$ cat src/rtl/aes_iter_ctrl.sv
// Sequencing controller for an iterative AES-128 datapath with one shared round unit
// and an on-the-fly key schedule: accept -> load -> NUM_ROUNDS rounds -> capture -> output.
module aes_iter_ctrl #(
  parameter int NUM_ROUNDS = 10,
  parameter int ROUND_W    = 4
) (
  input  logic               i_clock,
  input  logic               i_reset,
  input  logic               i_valid,
  output logic               o_ready,
  input  logic [0:127]       i_plain,
  input  logic [0:127]       i_key,
  output logic [0:127]       o_dp_plain,
  output logic [0:127]       o_dp_key,
  output logic               o_dp_load,
  output logic               o_dp_round_en,
  output logic [ROUND_W-1:0] o_dp_round,
  output logic               o_dp_final,
  output logic [7:0]         o_rcon,
  input  logic [0:127]       i_dp_state,
  output logic               o_valid,
  input  logic               i_ready,
  output logic [0:127]       o_cipher,
  output logic               o_busy
);

  typedef enum logic [2:0] {
    S_IDLE,
    S_LOAD,
    S_ROUND,
    S_CAPTURE,
    S_OUT
  } state_t;

  localparam logic [ROUND_W-1:0] LAST_ROUND = ROUND_W'(NUM_ROUNDS);

  state_t             state_q, state_d;
  logic [0:127]       plain_q, plain_d;
  logic [0:127]       key_q, key_d;
  logic [0:127]       cipher_q, cipher_d;
  logic [ROUND_W-1:0] round_q, round_d;
  logic [7:0]         rcon_q, rcon_d;
  logic               last_round;

  // GF(2^8) multiply-by-two; walks Rcon through 01,02,..,80,1B,36.
  function automatic logic [7:0] xtime(input logic [7:0] b);
    return {b[6:0], 1'b0} ^ (b[7] ? 8'h1B : 8'h00);
  endfunction

  assign last_round = (round_q == LAST_ROUND);

  // State register
  always_ff @(posedge i_clock) begin
    if (i_reset) begin
      state_q <= S_IDLE;
    end else begin
      state_q <= state_d;
    end
  end

  // Next-state logic
  always_comb begin
    state_d = state_q;
    case (state_q)
      S_IDLE:    if (i_valid) state_d = S_LOAD;
      S_LOAD:    state_d = S_ROUND;
      S_ROUND:   if (last_round) state_d = S_CAPTURE;
      S_CAPTURE: state_d = S_OUT;
      S_OUT:     if (i_ready) state_d = S_IDLE;
      default:   state_d = S_IDLE;
    endcase
  end

  // Operand, counter, Rcon and result registers
  always_comb begin
    plain_d  = plain_q;
    key_d    = key_q;
    cipher_d = cipher_q;
    round_d  = round_q;
    rcon_d   = rcon_q;
    case (state_q)
      S_IDLE: begin
        if (i_valid) begin
          plain_d = i_plain;
          key_d   = i_key;
        end
      end
      S_LOAD: begin
        round_d = ROUND_W'(1);
        rcon_d  = 8'h01;
      end
      S_ROUND: begin
        // Park the counter at zero after the last round so it never wraps.
        if (last_round) begin
          round_d = '0;
          rcon_d  = 8'h00;
        end else begin
          round_d = round_q + ROUND_W'(1);
          rcon_d  = xtime(rcon_q);
        end
      end
      S_CAPTURE: cipher_d = i_dp_state;
      default: ;
    endcase
  end

  always_ff @(posedge i_clock) begin
    if (i_reset) begin
      plain_q  <= '0;
      key_q    <= '0;
      cipher_q <= '0;
      round_q  <= '0;
      rcon_q   <= '0;
    end else begin
      plain_q  <= plain_d;
      key_q    <= key_d;
      cipher_q <= cipher_d;
      round_q  <= round_d;
      rcon_q   <= rcon_d;
    end
  end

  // Output decode; ready is masked by reset so a request in the reset cycle is never taken.
  always_comb begin
    o_ready       = 1'b0;
    o_dp_load     = 1'b0;
    o_dp_round_en = 1'b0;
    o_dp_round    = '0;
    o_dp_final    = 1'b0;
    o_rcon        = 8'h00;
    o_valid       = 1'b0;
    o_busy        = (state_q != S_IDLE);
    case (state_q)
      S_IDLE:  o_ready = !i_reset;
      S_LOAD:  o_dp_load = 1'b1;
      S_ROUND: begin
        o_dp_round_en = 1'b1;
        o_dp_round    = round_q;
        o_dp_final    = last_round;
        o_rcon        = rcon_q;
      end
      S_OUT:   o_valid = 1'b1;
      default: ;
    endcase
  end

  assign o_dp_plain = plain_q;
  assign o_dp_key   = key_q;
  assign o_cipher   = cipher_q;

endmodule

$ cat config.mk
export PLATFORM = sky130hd
export DESIGN_NAME = aes_iter_ctrl
export DESIGN_NICKNAME = d
export VERILOG_FILES = /design/src/rtl/aes_iter_ctrl.sv
export SDC_FILE = /design/constraint.sdc
export NUM_CORES = 1
export LEC_CHECK = 0
export CORE_AREA = 2 2 309 311
export CTS_CLUSTER_DIAMETER = 80
export DETAILED_ROUTE_END_ITERATION = 10
export DIE_AREA = 0 0 311 313
export PLACE_DENSITY = 0.46
export SETUP_SLACK_MARGIN = 0.5
export SLEW_MARGIN = 10
export SYNTH_ARGS = -nofsm -noshare
export SYNTH_HDL_FRONTEND = slang
export SYNTH_SLANG_ARGS = --single-unit
$ cat constraint.sdc
create_clock -name i_clock -period 3.3 [get_ports i_clock]
set_clock_uncertainty 0.2 [all_clocks]
set_input_delay 0.495 -clock i_clock [delete_from_list [all_inputs] [get_ports i_clock]]
set_output_delay 0.495 -clock i_clock [all_outputs]
set_load 0.02 [all_outputs]
==> results.txt <==
* Leakage power of the design: 8.65 nW
- In this run the deepest clock path goes through 3 buffers.
* Tmin final: 2.68 ns
- Measured against the total synthesized area, the mux share comes to 0.0802%.
- Syn Nets: 2154
* Count of different cell masters after synthesis: 32
* Vertical die dimension: 313 um
* Post-route antenna net violation count: 0
- Max Clk Rate: 373 MHz
- Synthesized-area fraction occupied by adder cells: 0.178%
- Across the run, the number of max-cap violations was 0.
* Synthesized instance count: 1764
- Setup total negative slack on the finished layout was measured at 0 ns.
- Count of H-tree levels built during CTS: 2
* Number of stages on the worst hold path: 3
- Total GRT Usage: 12.7%
- Clk slew on worst S/H paths: 0.06 ns
- In this run the cell area of the synthesized design comes to 14000 um2.
* Gate family responsible for the most delay along the worst path: simple AND/OR/NAND/NOR gates
* Combined buffer and inverter count along the critical path: 2
- Compared with the post-synthesis result, the final layout area differs by 76.2%.
- Number of DRC markers in iteration 0: 698
* Initial antenna violation count: 11
* Final design instance area without fill: 24700 um2
- Final routed wirelength across all metal layers: 64.9 mm
* Gp weighted congestion: 0.807
- Compound-Gate Fraction of Synth Area: 14.3%
- Power Internal: 9.43 mW
* Std-Cell Core Area: 94200 um2
- After floorplanning, the core was divided into 113 placement rows.
- In this run the worst setup path begins at state_q[2].
- Maximum fanout encountered on the critical timing path: 12
- The largest single stage delay on the critical path is 0.47 ns.
- Proportion of synthesized chip area in sequential cells: 56.9%
- Setup bufs post-CTS: 0
- The wire-length estimate of the detail-placed layout is 46.4 mm.
- The total overflow left after global routing is 0.
- The die covers 97300 um2.
- The root buffer cell chosen for the clock tree is sky130_fd_sc_hd__clkbuf_16.
* Pwr dens: 523 nW/um2
* Global-route wire length before repair: 94.2 mm
- Largest family of logic cells by synthesized area: simple AND/OR/NAND/NOR gates
* Cells traversed along the worst timing path: or3b_4 > inv_4 > and2_1 > clkdlybuf4s15_2
* Post-detailed-placement cell area: 23100 um2
- Startpoint of the tightest hold check path: i_reset
* Layout Utilization: 26.3%
* Worst Path Arrival: 1.98 ns
- Effective utilization at floorplan: 14.9%
- Slew at the pin closest to its max-slew limit: 0.957 ns
- The detailed router placed 14400 vias in this run.
* First drt pass iteration count: 5
- FILL cells: 10300
- The worst register-to-register path begins at state_q[2].
* Total net switching power: 3.51 mW
- Outcome: complete, no violations
- Final count of hold timing violations: 0
* Setup repair after global routing missed its margin: yes
* WHS Endpoint: o_dp_plain[20]
- Entering global routing, the biggest net connects 170 pins.
* Final max-slew violation count: 0
* Commonest non-fill, non-tap cell in the layout: sky130_fd_sc_hd__clkdlybuf4s50_1
* Fraction of layout cells with a size suffix above 1: 5.25%
- The largest individual stage delay along the critical path comes from the cell sky130_fd_sc_hd__or3b_4.
- Max transition margin: 36.2%
* Insertion delay of the later-clocked pin in the worst-skew pair: 0.60 ns
- Nets: 2882
- For this run, design rule violations remaining after detail routing come to 0.
- Synth Area in XOR/XNOR: 0.187%
- Post-synthesis sequential element count: 399
* Power share of the sequential group: 40.2%
- The worst setup path is captured at a primary output.
- The worst setup path is of the reg -> out kind.
- Peak supply drop: 0.000328 V
* Sw Ratio: 27.1%
- Post-Syn Area per Cell: 7.96 um2
* Comb pwr share: 15.9%
- Setup violations remaining at the end of the flow were counted as 0.
- Setup slack on the worst reg-to-reg path comes out at 1.18 ns.
- Dividing the detail-routed wire length by the instance count gives 17.1 um.
- The via count of the first global-routing pass is 14100.
* Logic depth of the worst path, buffers included: 4
- Data required time of the critical path: 2.60 ns
* Highest-count cells in the layout ignoring fill and taps: sky130_fd_sc_hd__clkdlybuf4s50_1, sky130_fd_sc_hd__nand2_1, sky130_fd_sc_hd__dfxtp_1, sky130_fd_sc_hd__a21oi_1, sky130_fd_sc_hd__clkbuf_16
- Dividing the final minimum period by the clock period gives 81.2%.
- Number of I/O pins: 790
- Endpoint of the worst register-to-register path: o_dp_key[99]
- Element type at the critical path start: register
* Count of clock tree sinks: 399
* CTS tree: yes
* Clock power frac: 43.8%
- DR vias/cell: 3.78
* Yosys Warn Count: 0
* Count of buffers from port buffering: 789
- The die is 311 um wide.
- Path category of the worst min-delay check: in -> reg
* Worst R2R Path Depth: 4
- Of the total synthesized cell area, the portion taken by AND, OR, NAND and NOR gates is 22.6%.
* Clock buffer count from CTS: 52
-- worst register-to-register path, delay by kind of cell, from the launching register on --
family | cells | cell delay [ns]
DFF | 1 | 0.39
AOI/OAI and AO/OA | 1 | 0.09
buffers and inverters | 1 | 0.24
and+or+nand+nor | 2 | 1.07
-- metal layers --
| metal | global-route usage, % | up-vias | wire (um) |
|---|---|---|---|
| li1 | - | 7117 | - |
| met1 | 15.6 | 6594 | 27500 |
| met2 | 20.3 | 539 | 29700 |
| met3 | 5.37 | 93 | 5850 |
| met4 | 3.75 | 18 | 1710 |
| met5 | 0 | - | 111 |
-- synth_stat cells --
cell type                   instances  area share [%]
sky130_fd_sc_hd__buf_4              1           0.053
sky130_fd_sc_hd__and2_1            10            0.45
sky130_fd_sc_hd__nand2b_1           1           0.045
sky130_fd_sc_hd__ha_1               2            0.18
sky130_fd_sc_hd__inv_2              1           0.027
sky130_fd_sc_hd__nand3_1           17            0.61
sky130_fd_sc_hd__and3b_1            1           0.062
sky130_fd_sc_hd__buf_2             51             1.8
sky130_fd_sc_hd__nor4b_2            1            0.11
sky130_fd_sc_hd__nand2_1          768              21
sky130_fd_sc_hd__nor4_1             1           0.045
sky130_fd_sc_hd__inv_1              4            0.11
sky130_fd_sc_hd__or3b_2             1           0.062
sky130_fd_sc_hd__or3b_1             1           0.062
sky130_fd_sc_hd__a31o_2             1           0.062
sky130_fd_sc_hd__a311oi_1           1           0.062
sky130_fd_sc_hd__xor2_1             3            0.19
sky130_fd_sc_hd__dfxtp_1          399              57
sky130_fd_sc_hd__a31oi_1            1           0.045
sky130_fd_sc_hd__nor3b_1            2            0.11
sky130_fd_sc_hd__buf_1              5            0.13
sky130_fd_sc_hd__nor2_1             4            0.11
sky130_fd_sc_hd__a21oi_1          396              14
sky130_fd_sc_hd__or3_1              2           0.089
sky130_fd_sc_hd__clkbuf_1          54             1.4
sky130_fd_sc_hd__nand4_1            1           0.045
sky130_fd_sc_hd__mux2_2             1           0.080
sky130_fd_sc_hd__nor3_1             2           0.071
sky130_fd_sc_hd__buf_6             27             2.2
sky130_fd_sc_hd__or4b_1             1           0.071
sky130_fd_sc_hd__a2111oi_0          1           0.062
sky130_fd_sc_hd__nand3b_1           3            0.16
-- sequential cells by signal, summed over array words and instances (netlist names) --
signal	count
round_q	4
o_dp_key	128
o_cipher	128
state_q	3
rcon_q	8
o_dp_plain	128
-- power by group through the flow --
stage / combinational, mW / sequential [mW] / clock [mW]
floorplan: 0.619 / 5.58 / 0
global placement: 2.10 / 5.31 / 0
detailed placement: 2.10 / 5.31 / 0
CTS: 2.11 / 5.21 / 5.94
global route: 2.23 / 5.24 / 6.11
finish: 2.06 / 5.21 / 5.67
-- through the flow --
stage | setup slack (ns) | power, mW | std cells | hold WS [ns]
2_1_floorplan | 1.16 | 6.20 | 1764 | 0.252
3_3_place_gp | 0.537 | 7.41 | 3702 | 0.241
3_5_place_dp | 0.528 | 7.42 | 3702 | 0.246
4_1_cts | 0.368 | 13.3 | 3798 | 0.155
5_1_grt | 0.456 | 13.6 | 3799 | 0.184
6_report | 0.621 | 12.9 | 3799 | 0.185
-- area by class of cell --
type	count	area (um2)	share of cell area (%)
Antenna cell	1	2.50	0.0101
Tap cell	1265	1580	6.40
Clock inverter	21	194	0.784
Timing Repair Buffer	811	8160	33.0
Clock buffer	74	1520	6.13
Inverter	5	21.3	0.0859
Multi-Input combinational cell	1222	5270	21.3
Timing Repair inverter	1	7.51	0.0303
Sequential cell	399	7990	32.3
-- logic make-up (layout without fill, tap and decap cells) --
family / Yosys count / after routing
AO/OA/AOI/OAI: 400 / 400
XOR/XNOR: 3 / 3
adder cells (fa/ha/maj): 2 / 2
buffers and inverters: 143 / 912
flip-flops: 399 / 399
multiplexers: 1 / 1
other: 0 / 1
AND/OR/NAND/NOR: 816 / 816
-- how the worst max path moves through the flow --
stage	end	slack, ns
2_1_floorplan	o_dp_round[1]	1.16
6_report	o_rcon[6]	0.62
5_1_grt	o_dp_load	0.46
3_3_place_gp	o_dp_load	0.54
4_1_cts	o_dp_load	0.37
3_5_place_dp	o_dp_load	0.53
-- repair_timing --
| action | 4_1_cts | 5_1_grt |
|---|---|---|
| endpoints found under the hold margin | 0 | 0 |
| gates cloned | 1 | 0 |
| setup endpoints to repair | 18 | 11 |
| hold buffers | 0 | 0 |
| resized for setup | 49 | 9 |
Note: power is estimated with default switching activity, not from simulation.
